File: src/rtl/regfile_pkg.sv
// regfile_pkg: shared types and fixed register indices for the register file
package regfile_pkg;
  typedef logic [4:0] reg_addr_t;
  typedef logic [31:0] word_t;
  typedef enum logic {RF_INIT, RF_RUN} rf_state_t;
  localparam int REG_ZERO = 0;
  localparam int REG_SP = 29;
endpackage

File: src/rtl/rf_init_seq.sv
// rf_init_seq: post-reset sweep that loads every register with its init value, then raises ready
module rf_init_seq import regfile_pkg::*; #(
  parameter int NUM_REGS = 32,
  parameter int WIDTH = 32,
  parameter int SP_IDX = REG_SP,
  parameter word_t SP_INIT = 32'h0000_3FFC,
  localparam int AW = $clog2(NUM_REGS)
) (
  input  logic             clk,
  input  logic             rst,
  output logic             init_we,
  output logic [AW-1:0]    init_addr,
  output logic [WIDTH-1:0] init_data,
  output logic             ready
);
  rf_state_t state, state_nxt;
  logic [AW-1:0] init_cnt, cnt_nxt;
  logic last;
  always_ff @(posedge clk) begin
    if (rst) begin
      state <= RF_INIT;
      init_cnt <= AW'(1);
      ready <= 1'b0;
    end else begin
      state <= state_nxt;
      init_cnt <= cnt_nxt;
      ready <= state_nxt == RF_RUN;
    end
  end
  // register 0 is never stored, so the sweep starts at 1 and stops at the last index
  always_comb begin
    last = init_cnt == AW'(NUM_REGS - 1);
    state_nxt = (state == RF_INIT && last) ? RF_RUN : state;
    cnt_nxt = (state == RF_INIT && !last) ? init_cnt + AW'(1) : init_cnt;
    init_we = state == RF_INIT && !rst;
    init_addr = init_cnt;
    init_data = (init_cnt == AW'(SP_IDX)) ? WIDTH'(SP_INIT) : '0;
  end
endmodule

File: src/rtl/reg_file_wb.sv
// reg_file_wb: MIPS register file with init sweep, r0 hardwired to zero and optional write-first forwarding
module reg_file_wb import regfile_pkg::*; #(
  parameter int NUM_REGS = 32,
  parameter int WIDTH = 32,
  parameter int SP_IDX = REG_SP,
  parameter word_t SP_INIT = 32'h0000_3FFC,
  parameter int BYPASS = 1,
  localparam int AW = $clog2(NUM_REGS)
) (
  input  logic             clk,
  input  logic             rst,
  input  logic             reg_write,
  input  logic [AW-1:0]    write_reg,
  input  logic [WIDTH-1:0] write_data,
  input  logic [AW-1:0]    read_reg1,
  input  logic [AW-1:0]    read_reg2,
  output logic [WIDTH-1:0] read_data1,
  output logic [WIDTH-1:0] read_data2,
  output logic             ready
);
  logic [WIDTH-1:0] regs [NUM_REGS];
  logic init_we, port_we, hit1, hit2;
  logic [AW-1:0] init_addr;
  logic [WIDTH-1:0] init_data;
  rf_init_seq #(
    .NUM_REGS(NUM_REGS),
    .WIDTH(WIDTH),
    .SP_IDX(SP_IDX),
    .SP_INIT(SP_INIT)
  ) u_seq (
    .clk(clk),
    .rst(rst),
    .init_we(init_we),
    .init_addr(init_addr),
    .init_data(init_data),
    .ready(ready)
  );
  assign port_we = ready && !rst && reg_write && write_reg != AW'(REG_ZERO);
  always_ff @(posedge clk) begin
    if (init_we) regs[init_addr] <= init_data;
    else if (port_we) regs[write_reg] <= write_data;
  end
  assign hit1 = BYPASS != 0 && reg_write && write_reg == read_reg1;
  assign hit2 = BYPASS != 0 && reg_write && write_reg == read_reg2;
  // operands are forced to zero until the sweep has finished so no stale or X data leaks out
  assign read_data1 = (!ready || read_reg1 == AW'(REG_ZERO)) ? '0 : hit1 ? write_data : regs[read_reg1];
  assign read_data2 = (!ready || read_reg2 == AW'(REG_ZERO)) ? '0 : hit2 ? write_data : regs[read_reg2];
endmodule
File: config.mk
export PLATFORM = sky130hd
export DESIGN_NAME = reg_file_wb
export DESIGN_NICKNAME = d
export VERILOG_FILES = /design/src/rtl/regfile_pkg.sv /design/src/rtl/rf_init_seq.sv /design/src/rtl/reg_file_wb.sv
export SDC_FILE = /design/constraint.sdc
export NUM_CORES = 1
export LEC_CHECK = 0
export ABC_CLOCK_PERIOD_IN_PS = 8600
export CAP_MARGIN = 20
export CORE_ASPECT_RATIO = 1.1
export CORE_MARGIN = 3
export CORE_UTILIZATION = 35
export DETAILED_ROUTE_END_ITERATION = 8
export PLACE_DENSITY = 0.52
export SYNTH_ARGS = -nofsm -noshare
export SYNTH_HDL_FRONTEND = slang
export SYNTH_SLANG_ARGS = --single-unit
File: constraint.sdc
create_clock -name clk -period 8.6 [get_ports clk]
set_input_delay 0.86 -clock clk [delete_from_list [all_inputs] [get_ports clk]]
set_output_delay 0.86 -clock clk [all_outputs]
set_load 0.02 [all_outputs]
== Word-level counts from Yosys, hierarchy flattened ==
Memory sizes are Yosys's and may differ from the RTL's.
Cells that the tools add are included.
Widths: inputs -> output; s select.

* Register bits after elaboration: 6
* Input port bits: 50
* Memories: 1
* RAM bits: 1024

* Reduce and logical (&&, ||, !) cells: 17
* $add $sub $neg: 1
* Eq/ne operators: 4
* Bitwise operators: 1
* Mux-type cells: 13

{| class="wikitable"
|+ Memory list
! memory !! words !! bits a word !! rd ports !! clocked after Yosys merged registers in !! wr ports !! line !! source
|-
| regs || 32 || 32 || 2 || 0 || 1 || reg_file_wb.sv:21 || <nowiki>logic [WIDTH-1:0] regs [NUM_REGS];</nowiki>
|}

{| class="wikitable"
|+ Operators by type and width
! kind !! number
|-
| $mux 32 || 5
|-
| $reduce_or 32->1 || 1
|-
| $mux 14 || 1
|-
| $eq 5x5->1 || 2
|-
| $eq 5x5->1 const B || 2
|-
| $logic_not 5->1 || 2
|-
| $logic_and 1x1->1 || 8
|-
| $mux 1 || 6
|-
| $add 5x1->5 const B || 1
|-
| $mux 5 || 1
|-
| $reduce_bool 5->1 || 1
|-
| $logic_not 1->1 || 3
|-
| $logic_or 1x1->1 || 2
|-
| $not 1->1 || 1
|}

== Longest topological paths before layout ==
Gate-level depths: netlist of the first run.

* Depth after elaboration: 9
* Depth in mapped cells: 10
* Depth with buffers taken out: 7

== Modules after synthesis ==
From an unflattened synthesis of the first run, not the netlist that was laid out.

* Cell total of the unflattened synthesis: 2713
* Area, all modules: 48884.4 um^2

{| class="wikitable"
|+ By module, submodules not included
! module !! area each (um^2) !! instances !! cells each
|-
| reg_file_wb || 48352.6 || 1 || 2652
|-
| rf_init_seq || 531.8 || 1 || 61
|}

== Worst setup path before layout of the first run ==
OpenSTA, ideal clock, no wires.

* Kind: input to register
* From: input port write_reg[2]
* To: memory regs[15][0] (enable)
* Path buffers: 3
* Arrival time: 3616 ps
* Setup slack: 4563 ps
* Required time: 8179 ps
* Stages: 8
* Cell sequence: clkbuf_1 or4_1 o21a_1 buf_2 mux2i_1 nand2b_1 buf_2 nor2_1

* Longest elaborated chain between the ends: 7
* Elaborated cells on any way between the ends: 8

{| class="wikitable"
|+ RTL lines
! what !! line !! source
|-
| start: declaration || reg_file_wb.sv:13 || <nowiki>input logic [AW-1:0] write_reg,</nowiki>
|-
| $reduce_bool 5->1 || reg_file_wb.sv:38 || <nowiki>assign port_we = ready && !rst && reg_write && write_reg != AW'(REG_ZERO);</nowiki>
|-
| $logic_and 1x1->1 || reg_file_wb.sv:38 ||
|-
| $mux 1 || reg_file_wb.sv:41 || <nowiki>else if (port_we) regs[write_reg] <= write_data;</nowiki>
|-
| $mux 1 || reg_file_wb.sv:40 || <nowiki>if (init_we) regs[init_addr] <= init_data;</nowiki>
|-
| $mux 1 (not written as such) || reg_file_wb.sv:41 ||
|-
| $reduce_or 32->1 (no line) || - ||
|-
| $mux 5 (no line) / $mux 1 (equally long branches) || - ||
|-
| end: declaration || reg_file_wb.sv:21 ||
|}

Several ways; a longest one is shown, not always the timed one.

== Worst setup path after layout of the first run ==
* From: input port read_reg2[2]
* To: output port read_data2[21]

* Longest elaborated chain between the ends: 4
* Elaborated cells on any way between the ends: 7

{| class="wikitable"
|+ RTL lines
! what !! line !! source
|-
| start: declaration || reg_file_wb.sv:16 || <nowiki>input logic [AW-1:0] read_reg2,</nowiki>
|-
| branches (longest 3 deep; another with $mem_v2 32x32) || - ||
|-
| $mux 32 * || reg_file_wb.sv:47 || <nowiki>assign read_data2 = (!ready || read_reg2 == AW'(REG_ZERO)) ? '0 : hit2 ? write_data : regs[read_reg2];</nowiki>
|-
| end: declaration || reg_file_wb.sv:18 || <nowiki>output logic [WIDTH-1:0] read_data2,</nowiki>
|}

Every way passes the cells marked *.

==> impl_results.md, run 1 <==
- Antenna violations before repair: 7
- Clock Tree Root: clkbuf_16
- Status: finished, final reports clean
- # H-tree levels: 3
- HP Class: flip-flop to flip-flop
- Die Span Y: 397.8 um
- Mapped Nets: 2814
- Ys flop type: edfxtp_1
- Share of cells above drive strength 1: 24.42%
- Die X: 362.2 um
- Via count: 30815
- Synth Instances: 2761
- CTS tree: built
- Util after Layout: 40.45%
- Pwr dens: 198.0 mW/mm^2
- Vias in the first global route: 30904
- # port buffers: 114
- Maxcap violations: 0
- Syn_area_per_cell: 17.69 sq um
- CTS Buf Count: 110
- Final global-route overflow total: 0
- Tot GR Track Use: 24.15%
- Synth unique cells: 52
- CP required: 7740 ps
- Ys async rst share: 0%
- Worst path max stage delay: 970 ps
- Setup repair bufs after CTS: 0
- Total die area: 0.1441 sq mm
- Longest Clk Path Bufs: 3
- Final Hold Vio Count: 0
- Slew Limit Headroom: 21.44%
- Final Cycle Share: 67.26%
- Post-route ant nets: 0
- Worst clock skew: 23.30 ps
- Starting density of the core: 35.31%
- # hold bufs at CTS: 0
- P_leak: 17.65 nW
- # setup viols final: 0
- Routed WL: 176300 um
- Worst VDD drop: 0.1557 mV
- Crit-path cells: buf_6, buf_4, or3_1, o31ai_1, nor2b_4, a22o_1, clkdlybuf4s50_1
- Nets: 2909
- Fmax achieved: 172.9 MHz
- Final Max Tran Viols: 0
- Drt wl/cell: 37.03 um
- Worst-Skew Late Latency: 710 ps
- Worst reg-to-reg setup slack: 3980 ps
- Clk sinks: 1030
- Avg Vias per Cell: 6.472
- Crit end category: output port
- Crit Path Max Fanout: 43
- Number of remaining DRC errors: 0
- Kind of critical path: input port to output port
- Crit path arrival time: 4920 ps
- RSZ-0062 raised after global routing: false
- Mapped Area: 0.04884 sq mm
- Resize count post-CTS: 0
- Fill count: 12314
- # rows: 143
- Post-layout min period: 5784 ps
- Largest net degree at the start of global routing: 102
- Slowest cell on crit path: nor2b_4
- Layout area overhead: 14.56%
- Pre-antenna DRT Iters: 6
- Final TNS setup: 0 ps
- YS warnings: 0
- First-pass GRT wire length: 244500 um
- Startpoint Class: input port
- I/O pin cnt: 115
- Worst-Margin Slew: 1176 ps
- DP HPWL: 101100 um
- Sequential share of the synthesized area: 63.21%
- Core Area: 0.1383 sq mm
- FF+latch count, synth: 1030
- Gpl congestion: 0.8524
- EDFF count, synth: 1024
- Register clock-pin slew on the reported worst setup and hold paths: 50 ps
- DR iter-0 viols: 4227
-- power breakdown --
group | internal (mW) | switching [mW] | total (mW)
sequential | 5.49 | 0.0222 | 5.51
combinational | 0.304 | 0.519 | 0.822
clock | 2.74 | 2.01 | 4.75
-- layer usage --
metal  vias to the layer above  wire [um]  GRT usage, %
met2                      1942      78290         36.39
li1                      11917          -             -
met5                         -          0             0
met1                     16630      73420         34.50
met4                         0       6474         7.943
met3                       326      18130         5.754
-- state kept, by name, summed over array words and instances (netlist names) --
| name | cells |
|---|---|
| regs | 1024 |
| u_seq.init_addr | 5 |
| u_seq.ready | 1 |
-- cells in the mapped netlist (28+ instances only) --
cell      number  area [sq um]
a21oi_1       61         305.3
a221o_1       38         380.4
a221oi_1      63         551.8
a22oi_1       56         420.4
buf_2        105         525.5
clkbuf_1      77         289.0
edfxtp_1    1024         30750
mux2i_1      278          2783
mux4_2       377          8491
nand2_1      124         465.5
nand3_1       42         210.2
nor2_1        75         281.5
nor2b_1       42         262.8
o21ai_0       60         300.3
o221ai_1      28         245.2
o22ai_1       30         187.7
o311ai_0      30         262.8
-- critical path: cells and delay by family --
family | cells | cell delay, ps
compound gates | 2 | 680
buf+inv | 3 | 1780
simple gates | 2 | 1520
-- kinds of logic after synthesis --
kind of cell	Yosys count	share of synthesized area, %
AO/OA/AOI/OAI	469	7.197
XOR/XNOR	13	0.2331
adder cells (fa/ha/maj)	3	0.07687
buffers and inverters	239	2.544
flip-flops	1030	63.21
multiplexers	677	23.59
AND/OR/NAND/NOR	330	3.146
-- final timing paths --
check	depth (start not counted)	from	endpoint
worst min-delay path	2	u_seq.init_addr[4]	u_seq.init_addr[4]
worst max-delay path	7	read_reg2[2]	read_data2[21]
worst min register to register	2	u_seq.init_addr[4]	u_seq.init_addr[4]
worst max register to register	7	u_seq.ready	regs[9][5]
-- layout make-up --
| type | instances | area [sq um] | area share [%] |
|---|---|---|---|
| flip-flops and latches | 1030 | 30870 | 55.18 |
| multi-input cells | 1492 | 17050 | 30.47 |
| clock buffers | 133 | 2839 | 5.075 |
| well taps | 1812 | 2267 | 4.053 |
| repair buffers | 217 | 2181 | 3.898 |
| clock inverters | 71 | 718.2 | 1.284 |
| inverters | 5 | 18.77 | 0.03355 |
| diodes | 1 | 2.502 | 0.004473 |
-- cells in the final DEF (no fill, tap or decap), types with 21 or more instances in the layout --
cell and instances:
a211oi_1 26, a21oi_1 61, a221o_1 38, a221oi_1 63
a22o_1 22, a22oi_1 56, a32o_1 23, and2_1 21
buf_4 88, clkbuf_1 23, clkbuf_16 111, clkdlybuf4s50_1 105
clkinv_1 24, clkinv_2 25, edfxtp_1 1024, mux2_2 22
mux2i_1 278, mux4_2 377, nand2_1 124, nand3_1 42
nor2_1 41, nor2_4 35, nor2b_1 36, o21ai_0 60
o221ai_1 28, o22ai_1 30, o311ai_0 27
-- through the flow --
step	area, sq um	hold WS (ps)	worst slack, ps	std cells	power, mW
2_1_floorplan	48840	516.6	4563	2761	6.112
3_3_place_gp	52070	571.6	2706	4542	6.427
3_5_place_dp	52170	587.2	2902	4548	6.427
4_1_cts	55720	597.4	2915	4752	11.14
5_1_grt	55940	643.1	2811	4760	11.39
6_report	55940	599.8	2816	4761	11.08
(Power assumes the default switching activity.)
==> inputs of run 2 (changes only) <==
--- a/config.mk
+++ b/config.mk
@@ -5,7 +5,7 @@
 export SDC_FILE = /design/constraint.sdc
 export NUM_CORES = 1
 export LEC_CHECK = 0
-export ABC_CLOCK_PERIOD_IN_PS = 8600
+export ABC_CLOCK_PERIOD_IN_PS = 5400
 export CAP_MARGIN = 20
 export CORE_ASPECT_RATIO = 1.1
 export CORE_MARGIN = 3
==> constraint.sdc (replaced) <==
create_clock -name clk -period 5.4 [get_ports clk]
set_input_delay 0.54 -clock clk [delete_from_list [all_inputs] [get_ports clk]]
set_output_delay 0.54 -clock clk [all_outputs]
set_load 0.02 [all_outputs]
==> run 2 against run 1 <==
  * Critical path depth increased by 2
  * Global-route usage down 0.24 points
  * Combinational power grew 61%
  * Via count increased by 0.11%
  * Clock-buffer cell count is 3 lower
  * Total power is 60% higher
  * Sequential power rose by 59%
  * First-iteration DRC count decreased by 6.5%
  * Design area up 1.4%
  * Largest cell class unchanged
  * Sequential share of layout area decreased by 0.77 points
==> impl_results.md, run 2 (synthesis results as in run 1) <==
- Core Area: 0.1383 sq mm (unchanged)
- Tot GR Track Use: 23.91% (-0.24 points)
- Post-layout min period: 4460 ps
- Die X: 362.2 um (unchanged)
- Cells after DPL: 4596 (+1.1%)
- Final Non-Filler Cells: 4820 (+1.2%)
- Pwr dens: 312.5 mW/mm^2 (+58%)
- # hold bufs at CTS: 0 (unchanged)
- DR iter-0 viols: 3953 (-6.5%)
- Fmax achieved: 224.2 MHz
- First-pass GRT wire length: 244500 um (about the same)
- Pre-antenna DRT Iters: 6 (unchanged)
- Total die area: 0.1441 sq mm (unchanged)
- Sequential Power Share: 49.5% (-0.2 points)
- RSZ-0062 raised after global routing: false
- Avg Vias per Cell: 6.400 (-1.1%)
- Starting density of the core: 35.31% (unchanged)
- Total power: 17.73 mW (+60%)
- Longest Clk Path Bufs: 3 (unchanged)
- Clock power share: 43.0% (+0.2 points)
- Worst-Skew Late Latency: 720 ps (about the same)
- Combinational fraction of design power: 7.5% (about the same)
- Max FFs per register: 1024 (unchanged)
- Hold slack final: 601.2 ps (+1.353 ps)
- Sw frac: 23.10% (+0.073 points)
- Crit path arrival time: 3920 ps (-1000 ps)
- Nets: 2963 (+1.9%)
- Crit end category: output port
- Worst path max stage delay: 630 ps (-340 ps)
- Gpl congestion: 0.8677 (+1.8%)
- Internal power: 13.63 mW (+60%)
- Die Span Y: 397.8 um (unchanged)
- Final global-route overflow total: 0 (unchanged)
- DP HPWL: 103000 um (+1.9%)
- Most common cell after layout, fill and taps aside: edfxtp_1
- Final TNS setup: 0 ps (unchanged)
- Sw power: 4.097 mW (+61%)
- Slowest cell on crit path: clkdlybuf4s50_1
- CP required: 4860 ps (-2880 ps)
- Largest net degree at the start of global routing: 71 (-30%)
- Status: finished, final reports clean
- Via count: 30849 (+0.11%)
- Most frequent cells in the layout: edfxtp_1, mux4_2, mux2i_1
- P_leak: 18.03 nW (+2.2%)
- Setup repair bufs after CTS: 0 (unchanged)
- Final worst setup slack: 940.4 ps (-1875 ps)
- HP Class: input port to flip-flop
- Post-place setup slack: 1008 ps (-1893 ps)
- Register clock-pin slew on the reported worst setup and hold paths: 60 ps (about the same)
- Post-route ant nets: 0 (unchanged)
- Antenna violations before repair: 6 (-1)
- Layout area overhead: 16.17%
- Clk sinks: 1030 (unchanged)
- Design area: 0.05673 sq mm (+1.4%)
- # setup viols final: 0 (unchanged)
- Number of remaining DRC errors: 0 (unchanged)
- Crit-path most repeated cell: buf_4
- Crit Path Max Fanout: 45 (+4.7%)
- Final Cycle Share: 82.59%
- Routed WL: 174400 um (-1.1%)
- Slew Limit Headroom: 19.38% (-2.1 points)
- Clock Tree Root: clkbuf_16
- Worst clock skew: 22.62 ps (-0.6811 ps)
- # port buffers: 114 (unchanged)
- Resize count post-CTS: 0 (unchanged)
- Kind of critical path: input port to output port
- I/O pin cnt: 115 (unchanged)
- # rows: 143 (unchanged)
- Worst VDD drop: 0.2561 mV (+64%)
- CTS tree: built
- CTS Buf Count: 112 (+1.8%)
- Util after Layout: 41.02% (+0.57 points)
- Worst-Margin Slew: 1194 ps (+18.21 ps)
- Final Max Tran Viols: 0 (unchanged)
- Top reg by flops: regs
- Drt wl/cell: 36.19 um (-2.3%)
- Vias in the first global route: 31252 (+1.1%)
- Startpoint Class: input port
- Post-DP Area: 0.05287 sq mm (+1.3%)
- Maxcap violations: 0 (unchanged)
- Final Hold Vio Count: 0 (unchanged)
- Fill count: 12274 (-0.32%)
- # H-tree levels: 3 (unchanged)
- Share of cells above drive strength 1: 25.81% (+1.4 points)
- Crit-path cells: buf_4, buf_4, nor2_4, buf_12, a221oi_1, o21ai_0, a21oi_1, a221o_1, clkdlybuf4s50_1
## run 2: layout make-up
type | instances | area [sq um] | share of cell area [%]
diodes | 1 | 2.502 | 0.004411
repair buffers | 269 | 2922 | 5.150
clock buffers | 130 | 2870 | 5.059
multi-input cells | 1492 | 17040 | 30.04
inverters | 5 | 18.77 | 0.03308
flip-flops and latches | 1030 | 30870 | 54.41
clock inverters | 81 | 740.7 | 1.306
well taps | 1812 | 2267 | 3.996
## run 2: metal layers
layer | vias to the layer above | track usage, % | routed length (um)
li1 | 12047 | - | -
met4 | 0 | 6.613 | 5037
met3 | 287 | 5.418 | 16530
met5 | - | 0 | 0
met1 | 16688 | 33.60 | 72120
met2 | 1827 | 37.46 | 80740
## run 2: path summary, 6_finish.rpt
check             cells after the start  slack [ps]          startpoint                  to
hold reg to reg                       2         610  u_seq.init_addr[1]  u_seq.init_addr[1]
setup / recovery                      9         940        read_reg1[2]      read_data1[22]
setup reg to reg                      7        1700         u_seq.ready          regs[0][7]
hold / removal                        2         600                 rst         u_seq.ready
## run 2: power groups by stage
stage | clock (mW) | sequential, mW | combinational [mW]
3_3_place_gp | 0 | 8.94 | 1.31
2_1_floorplan | 0 | 8.93 | 0.804
5_1_grt | 8.07 | 8.78 | 1.38
3_5_place_dp | 0 | 8.94 | 1.31
4_1_cts | 7.76 | 8.77 | 1.31
6_report | 7.63 | 8.78 | 1.32
## run 2: critical path: cells and delay by family
family / cells / cell delay (ps)
and+or+nand+nor: 1 / 180
AOI/OAI and AO/OA: 4 / 1460
buffers and inverters: 4 / 1670
